==> src/rtl/ws2812_pkg.sv <==
// Shared timing constants and state encoding for the WS2812 frame sequencer.
// All timing values are in 50 MHz clock cycles.
package ws2812_pkg;

    localparam int T0H          = 20;
    localparam int T1H          = 45;
    localparam int TBIT         = 64;
    localparam int TRESET       = 2500;
    localparam int MAX_LEDS     = 256;
    localparam int LW           = $clog2(MAX_LEDS + 1);
    localparam int BITS_PER_LED = 24;
    localparam int CW           = $clog2(TBIT);
    localparam int RW           = $clog2(TRESET);

    typedef enum logic [1:0] {
        IDLE,
        FETCH,
        SEND,
        LATCH
    } state_t;

endpackage

==> src/rtl/ws2812_bit_cell.sv <==
// One WS2812 bit cell: a load pulse starts a TBIT-cycle cell whose high time
// depends on bit_val. A load in the cell_end cycle chains cells with no gap.
module ws2812_bit_cell
    import ws2812_pkg::*;
(
    input  logic clk,
    input  logic rst,
    input  logic load,
    input  logic bit_val,
    output logic dout,
    output logic cell_end
);

    logic [CW-1:0] cnt_reg;
    logic [CW-1:0] high_reg;
    logic [CW-1:0] cnt_inc;
    logic          active_reg;
    logic          dout_reg;

    assign cnt_inc  = cnt_reg + 1'b1;
    assign cell_end = active_reg && (cnt_reg == CW'(TBIT - 1));
    assign dout     = dout_reg;

    // dout is registered, so it is computed for the count value of the next cycle.
    always_ff @(posedge clk or posedge rst) begin
        if (rst) begin
            cnt_reg    <= '0;
            high_reg   <= '0;
            active_reg <= 1'b0;
            dout_reg   <= 1'b0;
        end else if (load) begin
            cnt_reg    <= '0;
            high_reg   <= bit_val ? CW'(T1H) : CW'(T0H);
            active_reg <= 1'b1;
            dout_reg   <= 1'b1;
        end else if (cell_end) begin
            cnt_reg    <= '0;
            active_reg <= 1'b0;
            dout_reg   <= 1'b0;
        end else if (active_reg) begin
            cnt_reg    <= cnt_inc;
            dout_reg   <= (cnt_inc < high_reg);
        end
    end

endmodule

==> src/rtl/ws2812_frame_sequencer.sv <==
// Frame controller: fetches GRB pixels over valid/ready, shifts them MSB-first
// through the bit cell, then holds the line low for the latch period.
module ws2812_frame_sequencer
    import ws2812_pkg::*;
(
    input  logic          clk,
    input  logic          rst,
    input  logic          start,
    input  logic [LW-1:0] num_leds,
    input  logic [23:0]   pix_data,
    input  logic          pix_valid,
    output logic          pix_ready,
    output logic          dout,
    output logic          busy,
    output logic          done,
    output logic          underrun
);

    state_t        state_reg, state_next;
    logic [LW-1:0] num_reg, num_next;
    logic [LW-1:0] acc_reg, acc_next;
    logic [LW-1:0] sent_reg, sent_next;
    logic [23:0]   shift_reg, shift_next;
    logic [23:0]   hold_reg, hold_next;
    logic          hold_valid_reg, hold_valid_next;
    logic [4:0]    bit_reg, bit_next;
    logic [RW-1:0] lat_reg, lat_next;
    logic          underrun_reg, underrun_next;
    logic          load, load_bit, cell_end, accept;

    assign pix_ready = (state_reg == FETCH) ||
                       ((state_reg == SEND) && !hold_valid_reg && (acc_reg < num_reg));
    assign accept    = pix_ready && pix_valid;
    assign busy      = (state_reg != IDLE);
    assign done      = (state_reg == LATCH) && (lat_reg == RW'(TRESET - 1));
    assign underrun  = underrun_reg;

    ws2812_bit_cell u_cell (
        .clk      (clk),
        .rst      (rst),
        .load     (load),
        .bit_val  (load_bit),
        .dout     (dout),
        .cell_end (cell_end)
    );

    always_ff @(posedge clk or posedge rst) begin
        if (rst) begin
            state_reg      <= IDLE;
            num_reg        <= '0;
            acc_reg        <= '0;
            sent_reg       <= '0;
            shift_reg      <= '0;
            hold_reg       <= '0;
            hold_valid_reg <= 1'b0;
            bit_reg        <= '0;
            lat_reg        <= '0;
            underrun_reg   <= 1'b0;
        end else begin
            state_reg      <= state_next;
            num_reg        <= num_next;
            acc_reg        <= acc_next;
            sent_reg       <= sent_next;
            shift_reg      <= shift_next;
            hold_reg       <= hold_next;
            hold_valid_reg <= hold_valid_next;
            bit_reg        <= bit_next;
            lat_reg        <= lat_next;
            underrun_reg   <= underrun_next;
        end
    end

    always_comb begin
        state_next      = state_reg;
        num_next        = num_reg;
        acc_next        = acc_reg;
        sent_next       = sent_reg;
        shift_next      = shift_reg;
        hold_next       = hold_reg;
        hold_valid_next = hold_valid_reg;
        bit_next        = bit_reg;
        lat_next        = lat_reg;
        underrun_next   = 1'b0;
        load            = 1'b0;
        load_bit        = shift_reg[23];

        unique case (state_reg)
            IDLE: begin
                if (start && (num_leds != '0)) begin
                    state_next      = FETCH;
                    num_next        = num_leds;
                    acc_next        = '0;
                    sent_next       = '0;
                    hold_valid_next = 1'b0;
                end
            end
            FETCH: begin
                if (pix_valid) begin
                    shift_next = pix_data;
                    bit_next   = 5'(BITS_PER_LED - 1);
                    acc_next   = LW'(1);
                    sent_next  = LW'(1);
                    load       = 1'b1;
                    load_bit   = pix_data[23];
                    state_next = SEND;
                end
            end
            SEND: begin
                if (accept) begin
                    hold_next       = pix_data;
                    hold_valid_next = 1'b1;
                    acc_next        = acc_reg + 1'b1;
                end
                if (cell_end) begin
                    if (bit_reg != 5'd0) begin
                        shift_next = {shift_reg[22:0], 1'b0};
                        bit_next   = bit_reg - 1'b1;
                        load       = 1'b1;
                        load_bit   = shift_reg[22];
                    end else if (sent_reg == num_reg) begin
                        state_next = LATCH;
                        lat_next   = '0;
                    end else if (hold_valid_reg) begin
                        // Next pixel starts in the very next cycle; hold frees up
                        // unless a new pixel lands in it on this same edge.
                        shift_next = hold_reg;
                        bit_next   = 5'(BITS_PER_LED - 1);
                        sent_next  = sent_reg + 1'b1;
                        load       = 1'b1;
                        load_bit   = hold_reg[23];
                        if (!accept) begin
                            hold_valid_next = 1'b0;
                        end
                    end else begin
                        underrun_next = 1'b1;
                        state_next    = LATCH;
                        lat_next      = '0;
                    end
                end
            end
            LATCH: begin
                if (lat_reg == RW'(TRESET - 1)) begin
                    state_next = IDLE;
                    lat_next   = '0;
                end else begin
                    lat_next = lat_reg + 1'b1;
                end
            end
            default: state_next = IDLE;
        endcase
    end

endmodule

==> config.mk <==
export PLATFORM = sky130hd
export DESIGN_NAME = ws2812_frame_sequencer
export DESIGN_NICKNAME = d
export VERILOG_FILES = /design/src/rtl/ws2812_pkg.sv /design/src/rtl/ws2812_bit_cell.sv /design/src/rtl/ws2812_frame_sequencer.sv
export SDC_FILE = /design/constraint.sdc
export NUM_CORES = 1
export LEC_CHECK = 0
export BUFFER_PORTS_ARGS = -buffer_cell sky130_fd_sc_hd__buf_2
export CAP_MARGIN = 5
export CORE_UTILIZATION = 55
export DETAILED_ROUTE_END_ITERATION = 7
export HOLD_SLACK_MARGIN = 0.02
export PLACE_DENSITY_LB_ADDON = 0.25
export SLEW_MARGIN = 10
export SYNTH_ARGS = -nofsm -noshare
export SYNTH_HDL_FRONTEND = slang
export SYNTH_HIERARCHICAL = 1
export SYNTH_SLANG_ARGS = --single-unit
==> constraint.sdc <==
create_clock -name clk -period 3.3 [get_ports clk]
set_clock_uncertainty 0.1 [all_clocks]
set_input_delay 0.66 -clock clk [delete_from_list [all_inputs] [get_ports clk]]
set_output_delay 0.66 -clock clk [all_outputs]
set_load 0.02 [all_outputs]
Yosys cells after proc, flatten, opt, wreduce, memory -nomap -nowiden
Cells that the tools add are included.
Operators by class
  add/sub/neg operators: 5
  order comparisons: 2
  equal/unequal tests: 17
  muxes and demuxes: 69
  reductions and logical operators: 26
Operators by type and width (count)
  $mux W24: 5
  $mux W9: 7
  $mux W12: 5
  $pmux W9 S3: 2
  $pmux W24 S2: 1
  $mux W1: 27
  $mux W5: 5
  $mux W6: 4
  $pmux W12 S2: 1
  $add A9 B1 Y9 const B: 2
  $mux W2: 7
  $ne A2 B2 Y1 const B: 7
  $add A12 B1 Y12 const B: 1
  $eq A12 B12 Y1 const B: 1
  $pmux W5 S2: 1
  $reduce_bool A2 Y1: 5
  $eq A9 B9 Y1: 1
  $lt A9 B9 Y1: 1
  $reduce_bool A9 Y1: 1
  $pmux W2 S4: 1
  $reduce_and A4 Y1: 2
  $reduce_and A7 Y1: 1
  $add A6 B1 Y6 const B: 1
  $eq A6 B6 Y1 const B: 1
  17 further kinds: 29
Word-level totals
  flip-flop bits (word level): 110
  input port bits: 37
  output and inout port bits: 5
  word-level logic and storage cells: 133

Longest topological paths before layout
Gate-level depths: netlist of the first run.
  word-level depth: 12
  gate-level depth with buffers: 10
  mapped depth without buffers: 9

By module
The synthesis of the first run kept the hierarchy.
Modules (own cells, without submodules)
  ws2812_frame_sequencer: instances 1, cells an instance 587, area each 5477.8 µm², seq. area each 2402.3 µm²
  ws2812_bit_cell: instances 1, cells an instance 73, area each 676.9 µm², seq. area each 275.3 µm²

Worst setup path before layout of the first run
No wires, ideal clock.
  kind: register -> register
  from: reg bit_reg[0]
  to: reg u_cell.cnt_reg[5]
  library setup time: 0.076 ns
  arrival: 2.466 ns
  data required time: 3.124 ns
  setup slack: 0.657 ns
  cell stages (with the launch flop): 10
  buffers on the path: 1
  clock period less this slack: 2.643 ns
  cell sequence: dfrtp_1 inv_1 ha_1 or3b_4 nor2_2 clkbuf_1 a21oi_1 o21a_1 or4_1 o21ai_1
On the way
  word-level cells in the longest chain between the ends: 5
  elaborated cells on any way between the ends: 6
  those cells by class: 4 x mux; 2 x reduce/logical
Ends and longest elaborated chain
  start, declared: RTL line ws2812_frame_sequencer.sv:26  | logic [4:0] bit_reg, bit_next;
  start signal, assigned: RTL line ws2812_frame_sequencer.sv:67  | bit_reg <= bit_next;
  $reduce_bool A5 Y1 *: RTL line ws2812_frame_sequencer.sv:115  | if (bit_reg != 5'd0) begin
  $mux W1 *: RTL line ws2812_frame_sequencer.sv:115
  $mux W1 *: RTL line ws2812_frame_sequencer.sv:114  | if (cell_end) begin
  $pmux W1 S2 *: RTL line ws2812_frame_sequencer.sv:87  | unique case (state_reg)
  net load: RTL line ws2812_frame_sequencer.sv:29  | logic load, load_bit, cell_end, accept;
  $reduce_bool A3 Y1 (no source line) / $mux W6 (equally long branches)
  end signal, assigned: RTL line ws2812_bit_cell.sv:41  | cnt_reg <= cnt_inc;
  end, declared: RTL line ws2812_bit_cell.sv:14  | logic [CW-1:0] cnt_reg;
Mark *: on every way through the listed nets, which the timed path passes. The rest lies on a longest branch.
A chain may end at the register's enable or synchronous reset.

Worst setup path in the final report of the first run
  from: reg state_reg[0]
  to: out pix_ready
On the way
  word-level cells in the longest chain between the ends: 4
  elaborated cells on any way between the ends: 5
  those cells by class: 2 x eq/ne; 3 x reduce/logical
Ends and longest elaborated chain
  start, declared: RTL line ws2812_frame_sequencer.sv:19  | state_t state_reg, state_next;
  start signal, assigned: RTL line ws2812_frame_sequencer.sv:60  | state_reg <= state_next;
  $eq A2 B2 Y1: RTL line ws2812_frame_sequencer.sv:32  | ((state_reg == SEND) && !hold_valid_reg && (acc_reg < num_reg));
  $logic_and A1 B1 Y1 (2 in series): RTL line ws2812_frame_sequencer.sv:32
  $logic_or A1 B1 Y1 *: RTL line ws2812_frame_sequencer.sv:31  | assign pix_ready = (state_reg == FETCH) ||
  end, declared: RTL line ws2812_frame_sequencer.sv:12  | output logic pix_ready,
Mark *: on every way between the ends. The rest lies on a longest branch, timed or not.

==> load_flow_metrics.sql, run 1 <==
INSERT INTO impl_metrics (metric_group, metric, value, unit) VALUES
('floorplan', 'start_util', '0.5653', ''),
('critical_path', 'worst_ep_arrival_time', '2.17', 'ns'),
('sta', 'timing_hold_violations_final', '0', ''),
('placed_design', 'port-buffer-count', '41', ''),
('critical_path', 'critical_path.max_fanout', '55', ''),
('critical_path', 'timing.rr.start', 'u_cell/cnt_reg[0]$_DFFE_PP0P_', ''),
('synth', 'netlist.top_cell.by_area', 'dfrtp_1', ''),
('critical_path', 'startpoint_type', 'flip-flop', ''),
('synth', 'yosysSeqAreaShare', '0.4350', ''),
('clock_network', 'cts_tree', 'yes', ''),
('drt', 'drt_first_pass_iters', '5', ''),
('cells_and_area', 'stdcell_count', '832', ''),
('power_and_ir_drop', 'leakage_power_figure', '2.980', 'nW'),
('critical_path', 'timing.critical_path.cells', 'inv_1 > ha_2 > buf_4 > o2111ai_1 > nand2b_1 > buf_2', ''),
('critical_path', 'critical_path.n_buffers_inverters', '3', ''),
('worst_hold_path', 'hold_path_class', 'input pin to async pin', ''),
('cells_and_area', 'layout_filler_cell_count', '929', ''),
('status', 'run_status', 'completed', ''),
('synth', 'netlist-cell-type-count', '62', ''),
('sta', 'setup_violations', '0', ''),
('floorplan', 'vertical_die_dimension', '107.8', 'um'),
('drt', 'antenna_left', '0', ''),
('drt', 'drt-initial-drc-count', '276', ''),
('sta', 'worst-slew-pin-transition', '0.7732', 'ns'),
('synth', 'syn_avg_cell_area', '9.325', 'um^2'),
('drt', 'met1_length', '6150', 'um'),
('floorplan', 'ioPinCount', '42', ''),
('critical_path', 'launching_instance_or_port_of_the_critical_path', 'state_reg[0]$_DFFE_PP0P_', ''),
('cells_and_area', 'finish.instance_area', '6653', 'um^2'),
('placed_design', 'weighted_congestion_reported_at_the_end_of_routability_driven_placement', '0.8337', ''),
('grt', 'global_route_usage_sum', '0.2506', ''),
('floorplan', 'design.die.area', '11620', 'um^2'),
('clock_network', 'clock_tree.htree_level_count', '3', ''),
('cells_and_area', 'synthToLayoutAreaGrowth', '8.091', '%'),
('drt', 'wire_per_inst', '16.05', 'um'),
('clock_network', 'clockBufferDepth', '2', ''),
('sta', 'rsz_0062_raised_after_global_routing', 'no', ''),
('synth', 'post_synth_main_area_contributors', 'dfrtp_1 (44%), nand2_1 (5.1%), ha_1 (4.3%)', ''),
('power_and_ir_drop', 'ir_drop', '459.2', 'uV'),
('critical_path', 'ff2ff_setup_slack', '0.38', 'ns'),
('synth', 'synth_cells', '660', ''),
('drt', 'via_count', '4966', ''),
('grt', 'grt_first_pass_wirelength', '22800', 'um'),
('critical_path', 'cp_top_family', 'buffers and inverters', ''),
('cells_and_area', 'layout.cells.most_common', 'dfrtp_1', ''),
('floorplan', 'die_width', '107.8', 'um'),
('synth', 'synth-seq-cells', '107', ''),
('synth', 'warnings_from_yosys', '6', ''),
('floorplan', 'design.core.area', '10890', 'um^2'),
('synth', 'post_synth_instance_area', '6155', 'um^2'),
('cells_and_area', 'nNetsFinal', '745', ''),
('drt', 'drc', '0', ''),
('sta', 'maxSlewViolCount', '0', ''),
('drt', 'topRoutingLayerUsed', 'met4', ''),
('floorplan', 'rows', '38', ''),
('drt', 'routed_wirelength', '13350', 'um'),
('drt', 'met3WireLength', '649', 'um'),
('grt', 'grt_max_degree', '56', ''),
('sta', 'fin_hold_ws', '0.1833', 'ns'),
('cells_and_area', 'layout-drive-gt1-share', '0.1592', ''),
('clock_network', 'clk_transition_reported_paths', '0.11', 'ns'),
('cells_and_area', 'layout_common_cells', 'dfrtp_1 (107), nand2_1 (83), inv_1 (53)', ''),
('clock_network', 'clock_sinks', '107', ''),
('synth', 'synth_enable_flop_cells', '0', ''),
('critical_path', 'critPathRequiredTime', '2.54', 'ns'),
('synth', 'mappedNetlistNets', '718', ''),
('critical_path', 'critPathSlowestCell', 'buf_4', ''),
('placed_design', 'post-place-cells', '816', ''),
('sta', 'period_share', '0.8879', ''),
('clock_network', 'clock_tree.root_cell', 'clkbuf_8', ''),
('sta', 'fin_tns_setup', '0', 'ns');
## final timing paths
path	cells past startpoint	end
min in group clk	1	u_cell/high_reg[2]$_DFFE_PP0P_
setup reg to reg	10	bit_reg[2]$_DFFE_PP0P_
max in group asynchronous	3	hold_reg[7]$_DFFE_PP0P_
setup / recovery	6	pix_ready
hold reg to reg	1	u_cell/high_reg[2]$_DFFE_PP0P_
hold / removal	2	u_cell/cnt_reg[4]$_DFFE_PP0P_
## repair_timing
action | 4_1_cts | 5_1_grt
hold buffers | 0 | 0
setup endpoints to repair | 0 | 1
buffers inserted | 0 | 0
resized for setup | 0 | 1
## logic make-up (layout without fill, tap and decap cells)
kind of cell | Yosys count | in the layout | synth area share
AND/OR/NAND/NOR | 227 | 227 | 0.1797
other | 0 | 1 | 0
flip-flops | 107 | 107 | 0.4350
XOR/XNOR | 15 | 15 | 0.02135
AO/OA/AOI/OAI | 165 | 165 | 0.1832
adder cells (fa/ha/maj) | 21 | 21 | 0.04269
buffers and inverters | 89 | 120 | 0.06282
multiplexers | 36 | 36 | 0.07522
## area by class of cell
type | count | area, um^2 | area share
diodes | 1 | 2.502 | 0.0003762
clock buffers | 9 | 123.9 | 0.01862
clock inverters | 6 | 71.32 | 0.01072
inverters | 54 | 205.2 | 0.03084
multi-input cells | 464 | 3104 | 0.4666
flip-flops and latches | 107 | 2678 | 0.4025
well taps | 140 | 175.2 | 0.02633
repair buffers | 51 | 292.8 | 0.04401
## worst reg2reg max path, stage by stage (launching register included)
cell and delay (ns):
dfrtp_1 0.47, ha_1 0.33, nand3_1 0.22, nor2_1 0.27, inv_1 0.09, a21oi_1 0.39, nand2_1 0.18, a31oi_4 0.19
buf_4 0.28, nand2_1 0.11, o22a_1 0.21
## stage by stage
step | setup WS [ns] | utilization
2_1_floorplan | 0.03463 | -
3_3_place_gp | 0.3443 | 0.5918
3_5_place_dp | 0.2090 | 0.5918
4_1_cts | 0.1814 | 0.6097
5_1_grt | 0.1205 | 0.6108
6_report | 0.3700 | 0.6110
## cells in the mapped netlist, types with 13 or more instances
cell      instances
clkbuf_1         20
nand2_1          83
nor2_1           33
a21oi_1          19
ha_1             21
xor2_1           13
and3_1           13
dfrtp_1         107
o21ai_0          17
o21ai_1          45
mux2_4           16
inv_1            54
nand3_1          47
o211ai_1         25
## metal layers
metal  GRT usage  up-vias
li1            -     2393
met3     0.06477       19
met2      0.4130      128
met1      0.3252     2426
met4     0.06947        0
met5           0        -
## report_power, final
part           internal [mW]  leakage, nW  total (mW)  switching (mW)
Sequential              1.80         1.33        2.18           0.381
Clock                  0.356       0.0980       0.831           0.475
Combinational           1.12         1.55        2.70            1.58
(Power assumes the default switching activity.)
==> inputs of run 2 (changes only) <==
==> constraint.sdc (replaced) <==
create_clock -name clk -period 3.63 [get_ports clk]
set_clock_uncertainty 0.1 [all_clocks]
set_input_delay 0.726 -clock clk [delete_from_list [all_inputs] [get_ports clk]]
set_output_delay 0.726 -clock clk [all_outputs]
set_load 0.02 [all_outputs]
==> load_flow_metrics.sql, run 2 (same netlist as run 1, synthesis figures left out) <==
INSERT INTO impl_metrics (metric_group, metric, value, unit) VALUES
('power_and_ir_drop', 'power-per-cell-area', '787.6', 'nW/um^2'),
('cells_and_area', 'finish.instance_area', '6660', 'um^2'),
('critical_path', 'timing.critical_path.cells', 'ha_1 > nand3_1 > nor2_1 > inv_1 > a21oi_1 > nand2_1 > a31oi_4 > buf_4 > o211ai_1 > o21ai_1', ''),
('cells_and_area', 'nNetsFinal', '745', ''),
('grt', 'grt_max_degree', '53', ''),
('cells_and_area', 'diodes', '0', ''),
('placed_design', 'place_area', '6431', 'um^2'),
('critical_path', 'critical_path.n_buffers_inverters', '2', ''),
('clock_network', 'clock_sinks', '107', ''),
('placed_design', 'dpl_worst_slack', '0.6787', 'ns'),
('drt', 'met1_length', '6081', 'um'),
('clock_network', 'clockBufferDepth', '2', ''),
('placed_design', 'post-place-cells', '816', ''),
('clock_network', 'clock_tree.root_cell', 'clkbuf_8', ''),
('drt', 'via_count', '4955', ''),
('drt', 'routed_wirelength', '13410', 'um'),
('status', 'run_status', 'completed', ''),
('grt', 'vias_in_the_first_global_route', '4837', ''),
('cells_and_area', 'layout.cells.most_common', 'dfrtp_1', ''),
('cells_and_area', 'postLayoutCoreUtil', '0.6117', ''),
('floorplan', 'design.die.area', '11620', 'um^2'),
('sta', 'post_layout_minimum_cycle_time', '3.054', 'ns'),
('placed_design', 'weighted_congestion_reported_at_the_end_of_routability_driven_placement', '0.8583', ''),
('clock_network', 'clock_insertion_delay_worst_skew', '0.39', 'ns'),
('sta', 'maxSlewViolCount', '0', ''),
('grt', 'grt_first_pass_wirelength', '23030', 'um'),
('power_and_ir_drop', 'ir_drop', '596.6', 'uV'),
('placed_design', 'dp_hpwl', '9261', 'um'),
('cells_and_area', 'final-seq-area', '2678', 'um^2'),
('drt', 'drt_first_pass_iters', '6', ''),
('power_and_ir_drop', 'leakage_power_figure', '2.993', 'nW'),
('drt', 'met3WireLength', '657', 'um'),
('floorplan', 'design.core.area', '10890', 'um^2'),
('cells_and_area', 'layout-drive-gt1-share', '0.1604', ''),
('sta', 'max_clock_freq', '0.3275', 'GHz'),
('critical_path', 'startpoint_type', 'flip-flop', ''),
('cells_and_area', 'multi_input_comb_area', '3093', 'um^2'),
('grt', 'grt.overflow.total', '0', ''),
('sta', 'timing_hold_violations_final', '0', ''),
('cells_and_area', 'layout_filler_cell_count', '937', ''),
('clock_network', 'clk_transition_reported_paths', '0.10', 'ns'),
('critical_path', 'worst_ep_arrival_time', '3.28', 'ns'),
('clock_network', 'holdBufCountCts', '0', ''),
('drt', 'antenna_left', '0', ''),
('floorplan', 'start_util', '0.5653', ''),
('clock_network', 'cts_tree', 'yes', ''),
('cells_and_area', 'synthToLayoutAreaGrowth', '8.213', '%'),
('drt', 'avgViaCountPerCell', '5.956', ''),
('floorplan', 'ioPinCount', '42', ''),
('cells_and_area', 'stdcell_count', '832', ''),
('critical_path', 'critPathRequiredTime', '3.85', 'ns'),
('critical_path', 'critPathSlowestCell', 'dfrtp_1', ''),
('sta', 'setup_violations', '0', ''),
('drt', 'wire_per_inst', '16.12', 'um'),
('floorplan', 'rows', '38', ''),
('sta', 'rsz_0062_raised_after_global_routing', 'no', ''),
('drt', 'drt-initial-drc-count', '341', ''),
('clock_network', 'post_cts.repair.setup_buffers', '0', ''),
('sta', 'fin_tns_setup', '0', 'ns'),
('critical_path', 'timing_worst_setup_path_type', 'flip-flop to flip-flop', ''),
('floorplan', 'vertical_die_dimension', '107.8', 'um'),
('critical_path', 'cpPeakStageDelay', '0.46', 'ns'),
('critical_path', 'critical_path.max_fanout', '23', ''),
('critical_path', 'worstSetupEndpointType', 'flip-flop', ''),
('cells_and_area', 'layout_common_cells', 'dfrtp_1 (107), nand2_1 (83), inv_1 (53)', ''),
('clock_network', 'clock_tree.htree_level_count', '3', ''),
('sta', 'setup_slack', '0.5761', 'ns'),
('placed_design', 'port-buffer-count', '41', ''),
('grt', 'antenna_found_initial', '0', ''),
('grt', 'global_route_usage_sum', '0.2542', ''),
('critical_path', 'cp_top_family', 'compound AO/OA/AOI/OAI gates', ''),
('sta', 'period_share', '0.8413', ''),
('sta', 'max_slew_margin', '0.5113', ''),
('clock_network', 'tritoncts.num_buffers', '9', ''),
('drt', 'topRoutingLayerUsed', 'met4', ''),
('clock_network', 'cts-resized-gates', '0', ''),
('drt', 'drc', '0', ''),
('worst_hold_path', 'hold_path_class', 'input pin to async pin', ''),
('sta', 'worst-slew-pin-transition', '0.7282', 'ns'),
('flow_run', 'max_cap_violations', '0', ''),
('floorplan', 'die_width', '107.8', 'um'),
('drt', 'met2_length', '6421', 'um');
==> run 2: cell count changes in the layout (fill, tap and decap cells not counted), sizes merged <==
cell and change:
diode -1, clkinvlp -1, bufinv +1, clkbuf +1
==> run 2: layout make-up <==
type / instances / share of cell area
Tap cell: 140 / 0.02630
Clock buffer: 10 / 0.02067
Timing Repair Buffer: 51 / 0.04208
Clock inverter: 6 / 0.01371
Inverter: 54 / 0.03081
Multi-Input combinational cell: 464 / 0.4644
Sequential cell: 107 / 0.4020
==> run 2: power breakdown <==
part	internal, mW	total [mW]	switching (mW)
registers	1.64	1.98	0.345
clock network	0.414	0.836	0.422
logic	0.995	2.43	1.43
==> run 2: path summary, 6_finish.rpt <==
check                                                     from  slack, ns                              to  cells past startpoint
max in group asynchronous                                  rst       2.31       shift_reg[17]$_DFFE_PP0P_                      3
worst min register to register  u_cell/high_reg[2]$_DFFE_PP0P_       0.39  u_cell/high_reg[2]$_DFFE_PP0P_                      1
min in group clk                u_cell/high_reg[2]$_DFFE_PP0P_       0.39  u_cell/high_reg[2]$_DFFE_PP0P_                      1
worst min-delay path                                       rst       0.25   u_cell/cnt_reg[4]$_DFFE_PP0P_                      2
worst max register to register   u_cell/cnt_reg[0]$_DFFE_PP0P_       0.58       shift_reg[16]$_DFFE_PP0P_                     10
worst max-delay path             u_cell/cnt_reg[0]$_DFFE_PP0P_       0.58       shift_reg[16]$_DFFE_PP0P_                     10
==> run 2: stage by stage <==
stage | total power, mW | hold WS, ns
after floorplan | 3.889 | 0.3232
after global placement | 4.283 | 0.3525
after detailed placement | 4.407 | 0.3613
after CTS | 5.262 | 0.2519
after global routing | 5.689 | 0.2722
final | 5.246 | 0.2514
==> run 2: layer usage <==
layer / global-route usage / vias up
met4: 0.09785 / 0
met2: 0.3993 / 144
li1: - / 2388
met1: 0.3477 / 2407
met3: 0.04843 / 16
met5: 0 / -
==> inputs of run 3 (changes only) <==
==> constraint.sdc (replaced) <==
create_clock -name clk -period 2.9 [get_ports clk]
set_clock_uncertainty 0.1 [all_clocks]
set_input_delay 0.58 -clock clk [delete_from_list [all_inputs] [get_ports clk]]
set_output_delay 0.58 -clock clk [all_outputs]
set_load 0.02 [all_outputs]
==> load_flow_metrics.sql, run 3 (same netlist as run 1, synthesis figures left out) <==
INSERT INTO impl_metrics (metric_group, metric, value, unit) VALUES
('floorplan', 'vertical_die_dimension', '107.8', 'um'),
('sta', 'post_layout_minimum_cycle_time', '2.720', 'ns'),
('clock_network', 'clock_tree.htree_level_count', '3', ''),
('power_and_ir_drop', 'ir_drop', '501.9', 'uV'),
('floorplan', 'ioPinCount', '42', ''),
('cells_and_area', 'diodes', '0', ''),
('drt', 'avgViaCountPerCell', '5.975', ''),
('floorplan', 'start_util', '0.5653', ''),
('sta', 'worst-slew-pin-transition', '0.6445', 'ns'),
('power_and_ir_drop', 'power.share.clock', '0.148', ''),
('cells_and_area', 'nNetsFinal', '750', ''),
('placed_design', 'dpl_worst_slack', '0.2245', 'ns'),
('power_and_ir_drop', 'power_switching_share', '0.4233', ''),
('cells_and_area', 'layout.cells.most_common', 'dfrtp_1', ''),
('clock_network', 'clock_insertion_delay_worst_skew', '0.39', 'ns'),
('placed_design', 'dp_hpwl', '9587', 'um'),
('grt', 'global_route_usage_sum', '0.2600', ''),
('cells_and_area', 'layout_filler_cell_count', '954', ''),
('grt', 'grt_max_degree', '97', ''),
('drt', 'drt-initial-drc-count', '332', ''),
('critical_path', 'critPathRequiredTime', '2.22', 'ns'),
('grt', 'top_usage_layer', 'met2', ''),
('power_and_ir_drop', 'p_sw', '2.800', 'mW'),
('power_and_ir_drop', 'leakage_power_figure', '3.010', 'nW'),
('critical_path', 'cpPeakStageDelay', '0.39', 'ns'),
('clock_network', 'post_cts.repair.setup_buffers', '0', ''),
('sta', 'max_slew_margin', '0.5664', ''),
('cells_and_area', 'synthToLayoutAreaGrowth', '8.925', '%'),
('drt', 'wire_per_inst', '16.47', 'um'),
('power_and_ir_drop', 'internal-power', '3.813', 'mW'),
('grt', 'vias_in_the_first_global_route', '4879', ''),
('grt', 'grt_first_pass_wirelength', '23610', 'um'),
('sta', 'setup_violations', '0', ''),
('drt', 'via_count', '5001', ''),
('power_and_ir_drop', 'power.combinational.fraction', '0.477', ''),
('clock_network', 'tritoncts.num_buffers', '9', ''),
('grt', 'use_met2', '0.4254', ''),
('clock_network', 'clock_sinks', '107', ''),
('clock_network', 'cts_tree', 'yes', ''),
('power_and_ir_drop', 'power_frac_seq', '0.375', ''),
('critical_path', 'critPathSlowestCell', 'dfrtp_1', ''),
('placed_design', 'weighted_congestion_reported_at_the_end_of_routability_driven_placement', '0.8385', ''),
('sta', 'max_clock_freq', '0.3677', 'GHz'),
('floorplan', 'design.die.area', '11620', 'um^2'),
('sta', 'maxSlewViolCount', '0', ''),
('power_and_ir_drop', 'power-per-cell-area', '986.4', 'nW/um^2'),
('grt', 'antenna_found_initial', '0', ''),
('sta', 'timing_hold_violations_final', '0', ''),
('critical_path', 'worstSetupEndpointType', 'primary output', ''),
('clock_network', 'clk_transition_reported_paths', '0.11', 'ns'),
('sta', 'period_share', '0.9379', ''),
('sta', 'fin_tns_setup', '0', 'ns'),
('critical_path', 'startpoint_type', 'flip-flop', ''),
('worst_hold_path', 'hold_path_class', 'input pin to async pin', ''),
('drt', 'antenna_left', '0', ''),
('drt', 'drt_first_pass_iters', '5', ''),
('critical_path', 'timing.critical_path.cells', 'inv_1 > ha_1 > o21a_1 > o21ai_0 > o2111ai_1 > nand2b_1 > buf_2', ''),
('clock_network', 'clockBufferDepth', '2', ''),
('critical_path', 'timing_worst_setup_path_type', 'flip-flop to primary output', ''),
('critical_path', 'critical_path.max_fanout', '3', ''),
('cells_and_area', 'layout_common_cells', 'dfrtp_1 (107), nand2_1 (83), inv_1 (53)', ''),
('floorplan', 'design.core.area', '10890', 'um^2'),
('sta', 'rsz_0062_raised_after_global_routing', 'no', ''),
('drt', 'drc', '0', ''),
('placed_design', 'port-buffer-count', '41', ''),
('grt', 'globalRouteMet3Util', '0.06295', ''),
('drt', 'routed_wirelength', '13790', 'um'),
('flow_run', 'max_cap_violations', '0', ''),
('status', 'run_status', 'completed', ''),
('sta', 'setup_slack', '0.1801', 'ns'),
('floorplan', 'rows', '38', ''),
('grt', 'use_met1', '0.3426', ''),
('floorplan', 'die_width', '107.8', 'um'),
('cells_and_area', 'layout-drive-gt1-share', '0.1664', ''),
('critical_path', 'worst_ep_arrival_time', '2.04', 'ns'),
('grt', 'grt.overflow.total', '0', ''),
('clock_network', 'clock_tree.root_cell', 'clkbuf_8', '');
[run 3: cell count changes in the layout (fill, tap and decap cells not counted), sizes merged]
cell	before	now
inv	57	55
bufinv	2	1
clkbuf	10	11
clkinvlp	0	1
buf	51	56
clkinv	1	2
[run 3: per-layer routing]
metal,up-vias,part of all wire
li1,2409,-
met1,2458,0.45
met2,112,0.50
met3,22,0.042
met4,0,0.012
met5,-,0
[run 3: final timing paths]
path                                                     start                        endpoint  slack [ns]  depth (start not counted)
worst max-delay path                    num_reg[6]$_DFFE_PP0P_                       pix_ready        0.18                          7
worst min-delay path                                       rst   u_cell/active_reg$_DFFE_PP0P_        0.10                          2
worst max register to register   u_cell/cnt_reg[0]$_DFFE_PP0P_          lat_reg[8]$_DFFE_PP0P_        0.19                          8
worst min register to register  u_cell/high_reg[2]$_DFFE_PP0P_  u_cell/high_reg[2]$_DFFE_PP0P_        0.38                          1
max in group asynchronous                                  rst        state_reg[1]$_DFFE_PP0P_        2.05                          3
min in group clk                                   pix_data[2]         hold_reg[2]$_DFFE_PP0P_        0.32                          2
[run 3: metrics by stage]
stage	cells	area [um^2]	power, mW	utilization	hold slack, ns
2_1_floorplan	660	6158	4.868	-	0.3232
3_3_place_gp	821	6495	5.461	0.5965	0.3573
3_5_place_dp	821	6495	5.638	0.5965	0.3541
4_1_cts	837	6704	6.647	0.6157	0.1033
5_1_grt	837	6704	7.146	0.6157	0.1308
6_report	837	6704	6.613	0.6157	0.1014
[run 3: critical path: cells and delay by family (launching register included)]
family	cells	cell delay [ns]
adders and majority gates	1	0.30
and+or+nand+nor	1	0.10
buffers and inverters	2	0.23
AOI/OAI and AO/OA	3	0.63
DFF	1	0.39
[run 3: what timing repair did]
item / CTS / global route
hold buffers: 0 / 0
setup endpoints to repair: 0 / 3
resized for setup: 0 / 1
endpoints found under the hold margin: 0 / 0
[run 3: power by group through the flow]
| stage | registers [mW] | clock network, mW | logic (mW) |
|---|---|---|---|
| floorplan | 2.35 | 0 | 2.52 |
| global placement | 2.47 | 0 | 2.99 |
| finish | 2.48 | 0.976 | 3.15 |
| CTS | 2.48 | 1.01 | 3.16 |
| global route | 2.55 | 1.07 | 3.53 |
| detailed placement | 2.50 | 0 | 3.14 |
[run 3: cell type report]
| class | instances | area [um^2] | area share |
|---|---|---|---|
| Timing Repair Buffer | 56 | 342.8 | 0.05114 |
| Tap cell | 140 | 175.2 | 0.02613 |
| Clock inverter | 5 | 67.56 | 0.01008 |
| Sequential cell | 107 | 2678 | 0.3994 |
| Inverter | 54 | 206.4 | 0.03080 |
| Clock buffer | 11 | 141.4 | 0.02109 |
| Multi-Input combinational cell | 464 | 3093 | 0.4614 |
